`src/rtl/mem_ctrl.sv`:
```
// Byte-serial arbiter/sequencer between IF fetches, MEM loads/stores and a byte-wide synchronous-read RAM.
// Optional MEMCTRL_FLUSH_EN: flush aborts in-flight IF reads and blocks IF sampling in IDLE.
module mem_ctrl (
  input  logic        clk,
  input  logic        rst,
  input  logic        if_req,
  input  logic [31:0] if_addr,
  output logic        if_done,
  output logic [31:0] if_data,
  input  logic        mem_req,
  input  logic        mem_we,
  input  logic [1:0]  mem_len,
  input  logic [31:0] mem_addr,
  input  logic [31:0] mem_wdata,
  output logic        mem_done,
  output logic [31:0] mem_rdata,
  input  logic        flush,
  output logic [31:0] ram_a,
  output logic [7:0]  ram_dout,
  output logic        ram_wr,
  input  logic [7:0]  ram_din
);

  typedef enum logic [1:0] {IDLE, READ, WRITE} state_t;

  state_t      state, state_nx;
  logic [31:0] addr, wdata, rbuf, rdata_fin;
  logic [2:0]  cnt, nbytes, mem_n;
  logic [1:0]  bidx;
  logic        own_mem, take_mem, take_if, abort, if_block;

`ifdef MEMCTRL_FLUSH_EN
  assign if_block = flush;
`else
  logic unused_flush;
  assign unused_flush = flush;
  assign if_block     = 1'b0;
`endif

  always_comb begin
    case (mem_len)
      2'b00:   mem_n = 3'd1;
      2'b01:   mem_n = 3'd2;
      default: mem_n = 3'd4;
    endcase
  end

  // In READ, cnt is the byte whose address is on ram_a; byte cnt-1 arrives on ram_din.
  always_comb begin
    state_nx  = state;
    take_mem  = 1'b0;
    take_if   = 1'b0;
    abort     = 1'b0;
    ram_a     = '0;
    ram_dout  = '0;
    ram_wr    = 1'b0;
    bidx      = 2'(cnt - 3'd1);
    rdata_fin = rbuf;
    rdata_fin[{bidx, 3'b000} +: 8] = ram_din;
    case (state)
      IDLE: begin
        if (!if_done && !mem_done) begin
          if (mem_req) begin
            take_mem = 1'b1;
            state_nx = mem_we ? WRITE : READ;
          end else if (if_req && !if_block) begin
            take_if  = 1'b1;
            state_nx = READ;
          end
        end
      end
      READ: begin
        abort = if_block && !own_mem;
        if (cnt < nbytes) ram_a = addr + 32'(cnt);
        if (abort || cnt == nbytes) state_nx = IDLE;
      end
      WRITE: begin
        ram_a    = addr + 32'(cnt);
        ram_dout = wdata[{cnt[1:0], 3'b000} +: 8];
        ram_wr   = 1'b1;
        if (cnt + 3'd1 == nbytes) state_nx = IDLE;
      end
      default: state_nx = IDLE;
    endcase
  end

  always_ff @(posedge clk) begin
    if (rst) begin
      state     <= IDLE;
      cnt       <= '0;
      nbytes    <= '0;
      addr      <= '0;
      wdata     <= '0;
      rbuf      <= '0;
      own_mem   <= 1'b0;
      if_done   <= 1'b0;
      mem_done  <= 1'b0;
      if_data   <= '0;
      mem_rdata <= '0;
    end else begin
      state    <= state_nx;
      if_done  <= 1'b0;
      mem_done <= 1'b0;
      case (state)
        IDLE: begin
          cnt  <= '0;
          rbuf <= '0;
          if (take_mem) begin
            addr    <= mem_addr;
            wdata   <= mem_wdata;
            nbytes  <= mem_n;
            own_mem <= 1'b1;
          end else if (take_if) begin
            addr    <= if_addr;
            nbytes  <= 3'd4;
            own_mem <= 1'b0;
          end
        end
        READ: begin
          if (!abort) begin
            cnt <= cnt + 3'd1;
            if (cnt != 3'd0) rbuf[{bidx, 3'b000} +: 8] <= ram_din;
            if (cnt == nbytes) begin
              if (own_mem) begin
                mem_rdata <= rdata_fin;
                mem_done  <= 1'b1;
              end else begin
                if_data <= rdata_fin;
                if_done <= 1'b1;
              end
            end
          end
        end
        WRITE: begin
          cnt <= cnt + 3'd1;
          if (cnt + 3'd1 == nbytes) mem_done <= 1'b1;
        end
        default: cnt <= '0;
      endcase
    end
  end

endmodule

```
`config.mk`:
```
export PLATFORM = sky130hd
export DESIGN_NAME = mem_ctrl
export DESIGN_NICKNAME = d
export VERILOG_FILES = /design/src/rtl/mem_ctrl.sv
export SDC_FILE = /design/constraint.sdc
export NUM_CORES = 1
export LEC_CHECK = 0
export BUFFER_PORTS_ARGS = -buffer_cell sky130_fd_sc_hd__buf_2
export CORE_AREA = 2 2 143 145
export CTS_BUF_LIST = sky130_fd_sc_hd__clkbuf_8 sky130_fd_sc_hd__clkbuf_16
export DETAILED_ROUTE_END_ITERATION = 7
export DIE_AREA = 0 0 145 147
export HOLD_SLACK_MARGIN = 0.02
export SETUP_SLACK_MARGIN = 0.15
export SLEW_MARGIN = 20
export SYNTH_ARGS = -nofsm -noshare
export SYNTH_HDL_FRONTEND = slang
export SYNTH_SLANG_ARGS = --single-unit
```
`constraint.sdc`:
```
create_clock -name clk -period 7.35 [get_ports clk]
set_input_delay 0 -clock clk [delete_from_list [all_inputs] [get_ports clk]]
set_output_delay 0 -clock clk [all_outputs]
set_load 0.05 [all_outputs]
```
==> results of run 1 <==
==> power breakdown <==
group	total [mW]	internal [mW]	switching, mW
combinational	0.968	0.342	0.626
sequential	1.15	1.05	0.0982
clock	0.849	0.463	0.386
==> registers in the layout, indices dropped and copies added (netlist names), 2 cells and up <==
| register | flops |
|---|---|
| if_data | 32 |
| mem_rdata | 32 |
| cnt | 3 |
| wdata | 32 |
| addr | 32 |
| state | 2 |
| nbytes | 3 |
| rbuf | 32 |
==> cell families (layout without fill, tap and decap cells) <==
| group | Yosys count | count (layout) | synth area share (%) |
|---|---|---|---|
| compound gates | 215 | 215 | 18.1 |
| buf+inv | 88 | 379 | 4.49 |
| simple gates | 438 | 438 | 24.4 |
| xor+xnor | 29 | 29 | 3.47 |
| mux | 10 | 10 | 2.65 |
| flops | 171 | 171 | 44.2 |
| fa+ha+maj | 16 | 16 | 2.68 |
==> per-layer routing <==
metal / track usage (%) / wire [um]
met5: 0 / 0
met4: 6.73 / 429
met3: 4.25 / 936
met2: 34.6 / 10800
met1: 28.8 / 10800
==> layout by cell type, fill, tap and decap left out, drive strengths merged, types with 13 or more instances in the layout <==
cell	synthesis	layout
nor2b	27	27
dlygate4sd3	0	102
ha	15	15
a311oi	32	32
xnor2	15	15
a21oi	94	94
a211oi	65	65
clkbuf	67	20
inv	17	24
nand2	139	139
xor2	13	13
buf	3	228
nor2	207	207
dfxtp	171	171
==> worst reg2reg max path, cell delays in order (launching register included) <==
cell     delay (ps)
dfxtp_1         790
inv_1           290
ha_1            450
nor4b_2         780
a22oi_1         280
nor2_1          150
a21oi_1          50
nor2_1          110
==> through the flow <==
stage	power (mW)	std cells	utilization [%]	worst slack (ps)	cell area (um^2)
final	2.97	1528	53.4	3760	10600
after CTS	2.99	1528	53.4	3550	10600
after detailed placement	2.04	1394	45.4	4020	9020
after global routing	3.14	1528	53.4	3470	10600
after floorplan	1.81	967	-	4410	7750
after global placement	2.03	1394	45.4	4040	9020
==> final cells by class <==
| type | count | area, um^2 |
|---|---|---|
| fillers | 1908 | 9240 |
| repair buffers | 330 | 2190 |
| clock buffers | 20 | 467 |
| flip-flops and latches | 171 | 3420 |
| well taps | 270 | 338 |
| clock inverters | 12 | 90.1 |
| multi-input cells | 708 | 4030 |
| inverters | 17 | 63.8 |
==> worst max path at each step <==
stage                       from         to  slack [ps]  cells after the start
6_report       cnt[1]$_SDFF_PP0_  ram_a[28]        3760                      8
5_1_grt        cnt[0]$_SDFF_PP0_  ram_a[31]        3470                      8
4_1_cts        cnt[1]$_SDFF_PP0_  ram_a[28]        3550                      8
3_5_place_dp   cnt[1]$_SDFF_PP0_  ram_a[28]        4020                      8
3_3_place_gp   cnt[1]$_SDFF_PP0_  ram_a[28]        4040                      8
2_1_floorplan  cnt[1]$_SDFF_PP0_  ram_a[14]        4410                      8
==> what timing repair did <==
item                                   CTS  global route
hold buffers                           102             0
buffers inserted                         0             0
endpoints found under the hold margin   69             0
==> summary.txt, run 1 <==
Setup path
  – Crit. End Element: primary output
  – Slowest cell on crit path: dfxtp_1
  – Slowest stage delay, CP: 790 ps
  – Worst EP arrival: 3590 ps
  – Crit Path Max Fanout: 14
  – Crit-path cells: inv_1 -> fa_1 -> nor2b_1 -> o2111ai_2 -> nor4_1 -> xnor2_1 -> nor2_1 -> buf_2
  – Worst R2R Path Depth: 7
  – Crit path max-delay family: simple AND/OR/NAND/NOR gates
  – Worst path bufs/invs: 2
  – Startpoint types: flop
  – Setup slack, reg-to-reg: 4400 ps
  – WS Path Type: flop to primary output
  – WP data required: 7350 ps
  – RR Startpoint: cnt[1]$_SDFF_PP0_
  – R2R Path End: rbuf[28]$_SDFFE_PP0P_

Global route
  – Grt total ovfl: 0
  – Largest net degree at the start of global routing: 96
  – Initial antenna violation count: 0
  – First-pass GRT wire length: 37.3 mm
  – Tot GR Track Use: 21.4%
  – Vias in the first global route: 7285

STA
  – Clk_skew: 11.8 ps
  – Count of pins over their slew limit: 0
  – RSZ-0062 raised after global routing: false
  – Actual slew at the worst max-slew pin: 1050 ps
  – Final period util: 48.8%
  – Final setup TNS: 0 ps
  – Setup violators final: 0
  – Fmax: 0.279 GHz
  – Tmin final: 3590 ps
  – Relative slew slack: 30.1%
  – Final Hold Viols: 0
  – Worst hold slack: 67.0 ps

Synthesis
  – Distinct cell type count after synthesis: 45
  – Synth area leader: dfxtp_1
  – Synth area leaders: dfxtp_1 44%, nor2_1 9.9%, nand2_1 6.7%
  – Post-synthesis sequential area ratio: 44.2%
  – Asr flop ratio synth: 0%
  – Count leader, synth: nor2_1
  – Top FF cell, synth: dfxtp_1
  – #FFs+latches synth: 171
  – Top cells by count, synth: 205 x nor2_1, 171 x dfxtp_1, 139 x nand2_1
  – Post-Syn Instances: 967
  – Post-synth top area share: 44.2%
  – Syn avg cell area: 8.01 um^2
  – Synthesized net count: 1095
  – Yosys Warn Count: 0
  – Cell Area, Synth: 0.00775 mm^2
  – EDFF count, synth: 0

Pwr
  – Peak supply drop: 0.147 mV
  – Leakage power: 4.42 nW
  – PD cells: 280 mW/mm^2

Floorplan
  – DIE WIDTH: 145 um
  – IO Pins: 219
  – Row count: 52
  – Die Y: 147 um
  – Core region area: 0.0198 mm^2
  – Die Area: 0.0213 mm^2
  – Initial Utilization: 39.0%

Routing
  – WL per Instance: 15.0 um
  – DRC: 0
  – 1st-pass router iterations: 5
  – Total number of vias: 7642
  – Post-Route WL: 22.9 mm
  – DRT antenna net count: 0
  – Vias per std cell: 5.00
  – Drt initial violations: 479

Final layout
  – ANT cells: 0
  – Area Overhead vs Synth: 36.9%
  – NumNets Final: 1373
  – Share of cells above drive strength 1: 22.3%

Place
  – Final HPWL from detailed placement: 14.5 mm
  – Input/output buffers: 217
  – GPL Wtd Cong: 0.786

Clocking
  – TritonCTS Buffers: 17
  – CTS tree: built
  – Clk_lat worst skew: 430 ps
  – Root Driver: clkbuf_16
  – # clock sinks: 171
  – Htree depth: 4
  – CTS-repair resized insts: 0
  – Deepest clock path buffer count: 2
  – Clock edge transition at the registers on the reported setup and hold paths: 70 ps

Min path
  – HP Class: input port to flop
  – HP Start: ram_din[7]
  – Hold path depth: 3
  – Worst hold endpoint: if_data[23]$_SDFFE_PP0P_

Outcome
  – Outcome: finished clean

Flow run
  – Max cap viols: 0
(Power assumes the default switching activity.)
==> inputs of run 2 (changes only) <==
--- a/config.mk
+++ b/config.mk
@@ -5,11 +5,12 @@
 export SDC_FILE = /design/constraint.sdc
 export NUM_CORES = 1
 export LEC_CHECK = 0
+export ABC_AREA = 1
 export BUFFER_PORTS_ARGS = -buffer_cell sky130_fd_sc_hd__buf_2
-export CORE_AREA = 2 2 143 145
+export CORE_AREA = 2 2 148 150
 export CTS_BUF_LIST = sky130_fd_sc_hd__clkbuf_8 sky130_fd_sc_hd__clkbuf_16
 export DETAILED_ROUTE_END_ITERATION = 7
-export DIE_AREA = 0 0 145 147
+export DIE_AREA = 0 0 150 152
 export HOLD_SLACK_MARGIN = 0.02
 export SETUP_SLACK_MARGIN = 0.15
 export SLEW_MARGIN = 20
==> constraint.sdc (replaced) <==
create_clock -name clk -period 3.1 [get_ports clk]
set_input_delay 0 -clock clk [delete_from_list [all_inputs] [get_ports clk]]
set_output_delay 0 -clock clk [all_outputs]
set_load 0.05 [all_outputs]
==> run 2 against run 1 <==
  * Final cell count rose by 18%
  * Combinational power grew to 4.0 times the previous value
  * Clock-buffer cell count shrank 1
  * Flip-flop and latch count unchanged
  * Total power grew to 3.0 times the previous value
  * Critical endpoint is now ram_a[18]
  * Critical path type unchanged
  * Routed wire length increased by 19%
  * Clock skew about the same
  * Largest power group is now combinational logic
==> summary.txt, run 2 <==
Synthesis
  – Yosys Warn Count: 0 (unchanged)
  – Cell Area, Synth: 0.00832 mm^2 (+7.4%)
  – Top cells by count, synth: 274 x nand2_1, 200 x a21oi_1, 171 x dfxtp_1
  – #FFs+latches synth: 171 (unchanged)
  – Synth area leaders: dfxtp_1 41%, nand2_1 12%, a21oi_1 12%
  – Post-Syn Instances: 1232 (+27%)
  – Post-synthesis sequential area ratio: 41.1% (-3.0 points)
  – Syn avg cell area: 6.75 um^2 (-16%)
  – Count leader, synth: nand2_1
  – Distinct cell type count after synthesis: 39 (-13%)
  – Top FF cell, synth: dfxtp_1
  – Synthesized net count: 1360 (+24%)
  – Post-synth top area share: 41.1% (-3.0 points)
  – Asr flop ratio synth: 0% (unchanged)
  – Synth area leader: dfxtp_1
  – EDFF count, synth: 0 (unchanged)

Clocking
  – Htree depth: 4 (unchanged)
  – # clock sinks: 171 (unchanged)
  – CTS tree: built
  – Deepest clock path buffer count: 2 (unchanged)
  – Clock edge transition at the registers on the reported setup and hold paths: 60 ps (about the same)
  – Root Driver: clkbuf_16
  – Clk_lat worst skew: 430 ps (about the same)
  – TritonCTS Buffers: 17 (unchanged)

Final layout
  – Layout Cells excl Fill: 1809 (+18%)
  – ANT cells: 0 (unchanged)
  – Filler cell count: 2114 (+11%)
  – Area Overhead vs Synth: 34.7%
  – NumNets Final: 1644 (+20%)
  – Leading cell type in the layout, fill and taps excluded: nand2_1
  – Core Util, Final: 52.5% (-0.96 points)
  – Most frequent cells in the layout: 273 x nand2_1, 215 x buf_2, 200 x a21oi_1
  – Share of cells above drive strength 1: 19.1% (-3.2 points)

Setup path
  – Worst EP arrival: 2680 ps (-910 ps)
  – Slowest stage delay, CP: 370 ps (-420 ps)
  – WP data required: 3100 ps (-4250 ps)
  – WS Path Type: flop to primary output
  – Crit. End Element: primary output
  – Slowest cell on crit path: fa_1
  – Crit-path cells: buf_4 -> ha_1 -> inv_1 -> fa_1 -> inv_1 -> nand3_1 -> nand2_2 -> nand2_1 -> nor2_4 -> nand2_1 -> nand2_1 -> nand2_1 -> nor2_1 -> clkbuf_4
  – Crit-path most repeated cell: nand2_1
  – Worst path bufs/invs: 4 (+2)
  – Crit path max-delay family: simple AND/OR/NAND/NOR gates
  – Startpoint types: flop
  – Crit Path Max Fanout: 17 (+3)

STA
  – RSZ-0062 raised after global routing: false
  – Tmin final: 2680 ps
  – Clk_skew: 11.9 ps (+0.171 ps)
  – Final period util: 86.3%
  – Count of pins over their slew limit: 0 (unchanged)
  – Actual slew at the worst max-slew pin: 944 ps (-105 ps)
  – Final setup TNS: 0 ps (unchanged)
  – Fmax: 0.374 GHz
  – Setup violators final: 0 (unchanged)
  – Final Hold Viols: 0 (unchanged)
  – Relative slew slack: 37.0% (+7.0 points)

Place
  – GPL Wtd Cong: 0.850 (+8.1%)
  – Input/output buffers: 217 (unchanged)
  – Final HPWL from detailed placement: 17.8 mm (+23%)
  – Inst Count DP: 1674 (+20%)

Routing
  – Post-Route WL: 27.3 mm (+19%)
  – Vias per std cell: 4.99 (-0.19%)
  – 1st-pass router iterations: 6 (+1)
  – WL per Instance: 15.1 um (+0.33%)
  – DRT antenna net count: 0 (unchanged)
  – Total number of vias: 9030 (+18%)
  – DRC: 0 (unchanged)
  – Drt initial violations: 811 (+69%)

Floorplan
  – Row count: 54 (+3.8%)
  – DIE WIDTH: 150 um (+3.4%)
  – IO Pins: 219 (unchanged)
  – Die Area: 0.0228 mm^2 (+7.0%)
  – Initial Utilization: 39.0% (-0.070 points)
  – Die Y: 152 um (+3.4%)
  – Core region area: 0.0214 mm^2 (+7.6%)

Flow run
  – Max cap viols: 0 (unchanged)

Pwr
  – PD cells: 803 mW/mm^2 (+190%)
  – Peak supply drop: 0.406 mV (+180%)
  – Pwr Total: 8.99 mW (+200%)
  – Leakage power: 4.84 nW (+9.3%)

Global route
  – Tot GR Track Use: 23.6% (+2.2 points)
  – First-pass GRT wire length: 43.4 mm (+17%)
  – Largest net degree at the start of global routing: 86 (-10%)
  – Vias in the first global route: 8529 (+17%)
  – Grt total ovfl: 0 (unchanged)
  – Initial antenna violation count: 0 (unchanged)

Outcome
  – Outcome: finished clean

Min path
  – HP Class: input port to flop
[run 2: through the flow]
| stage | setup WS, ps | hold WS [ps] | instance area (um^2) |
|---|---|---|---|
| 2_1_floorplan | 287 | 143 | 8320 |
| 3_3_place_gp | 299 | 260 | 9570 |
| 3_5_place_dp | 241 | 258 | 9570 |
| 4_1_cts | 158 | 54.4 | 11200 |
| 5_1_grt | 151 | 80.7 | 11200 |
| 6_report | 424 | 66.2 | 11200 |
[run 2: timing repair]
item                                    in CTS  in global routing
cloned                                       0                  0
pin swaps                                    0                  1
gates resized for setup                      3                  4
buffers inserted                             0                  1
endpoints found under the setup margin      13                 13
hold buffers                               102                  0
endpoints found under the hold margin       69                  0
[run 2: per-layer routing]
| metal | up-vias | track usage [%] | routed length (um) |
|---|---|---|---|
| li1 | 4589 | - | - |
| met1 | 4120 | 30.9 | 12100 |
| met2 | 289 | 40.1 | 13200 |
| met3 | 32 | 4.35 | 1530 |
| met4 | 0 | 5.66 | 453 |
| met5 | - | 0 | 0 |
[run 2: worst paths after layout]
kind,start,end,slack [ps],cells past startpoint
max reg2reg,cnt[0]$_SDFF_PP0_,mem_rdata[27]$_SDFFE_PP0P_,560,10
max,cnt[0]$_SDFF_PP0_,ram_a[18],420,14
min,ram_din[7],rbuf[15]$_SDFFE_PP0P_,70,5
min reg2reg,wdata[10]$_SDFFE_PP0P_,wdata[10]$_SDFFE_PP0P_,460,2
[run 2: logic make-up after synthesis]
| kind of cell | count (synthesis) | share of synthesized area (%) |
|---|---|---|
| fa+ha+maj | 16 | 2.50 |
| xor+xnor | 5 | 0.526 |
| compound gates | 345 | 21.6 |
| simple gates | 510 | 25.2 |
| buf+inv | 185 | 9.04 |
| flops | 171 | 41.1 |
[run 2: where the power goes]
group          total, mW  switching (mW)  internal, mW
Clock               2.17           0.934          1.24
Combinational       3.88            2.65          1.23
Sequential          2.94           0.328          2.62
Total               8.99            3.91          5.08
[run 2: worst reg2reg max path, cell delays in order, from the launching register on]
cell and delay (ps):
dfxtp_1 330, buf_4 180, clkinv_1 100, ha_1 310
nand3_2 100, nor2_4 320, nand2_2 80, buf_4 280
inv_2 460, o21ai_0 180, nor2_1 130
[run 2: layout make-up]
cell class	instances	area [um^2]	share of cell area, %
Multi-Input combinational cell	876	4150	37.1
Clock inverter	13	139	1.24
Clock buffer	19	453	4.04
Inverter	112	430	3.84
Sequential cell	171	3420	30.6
Timing Repair Buffer	338	2250	20.1
Tap cell	280	350	3.13
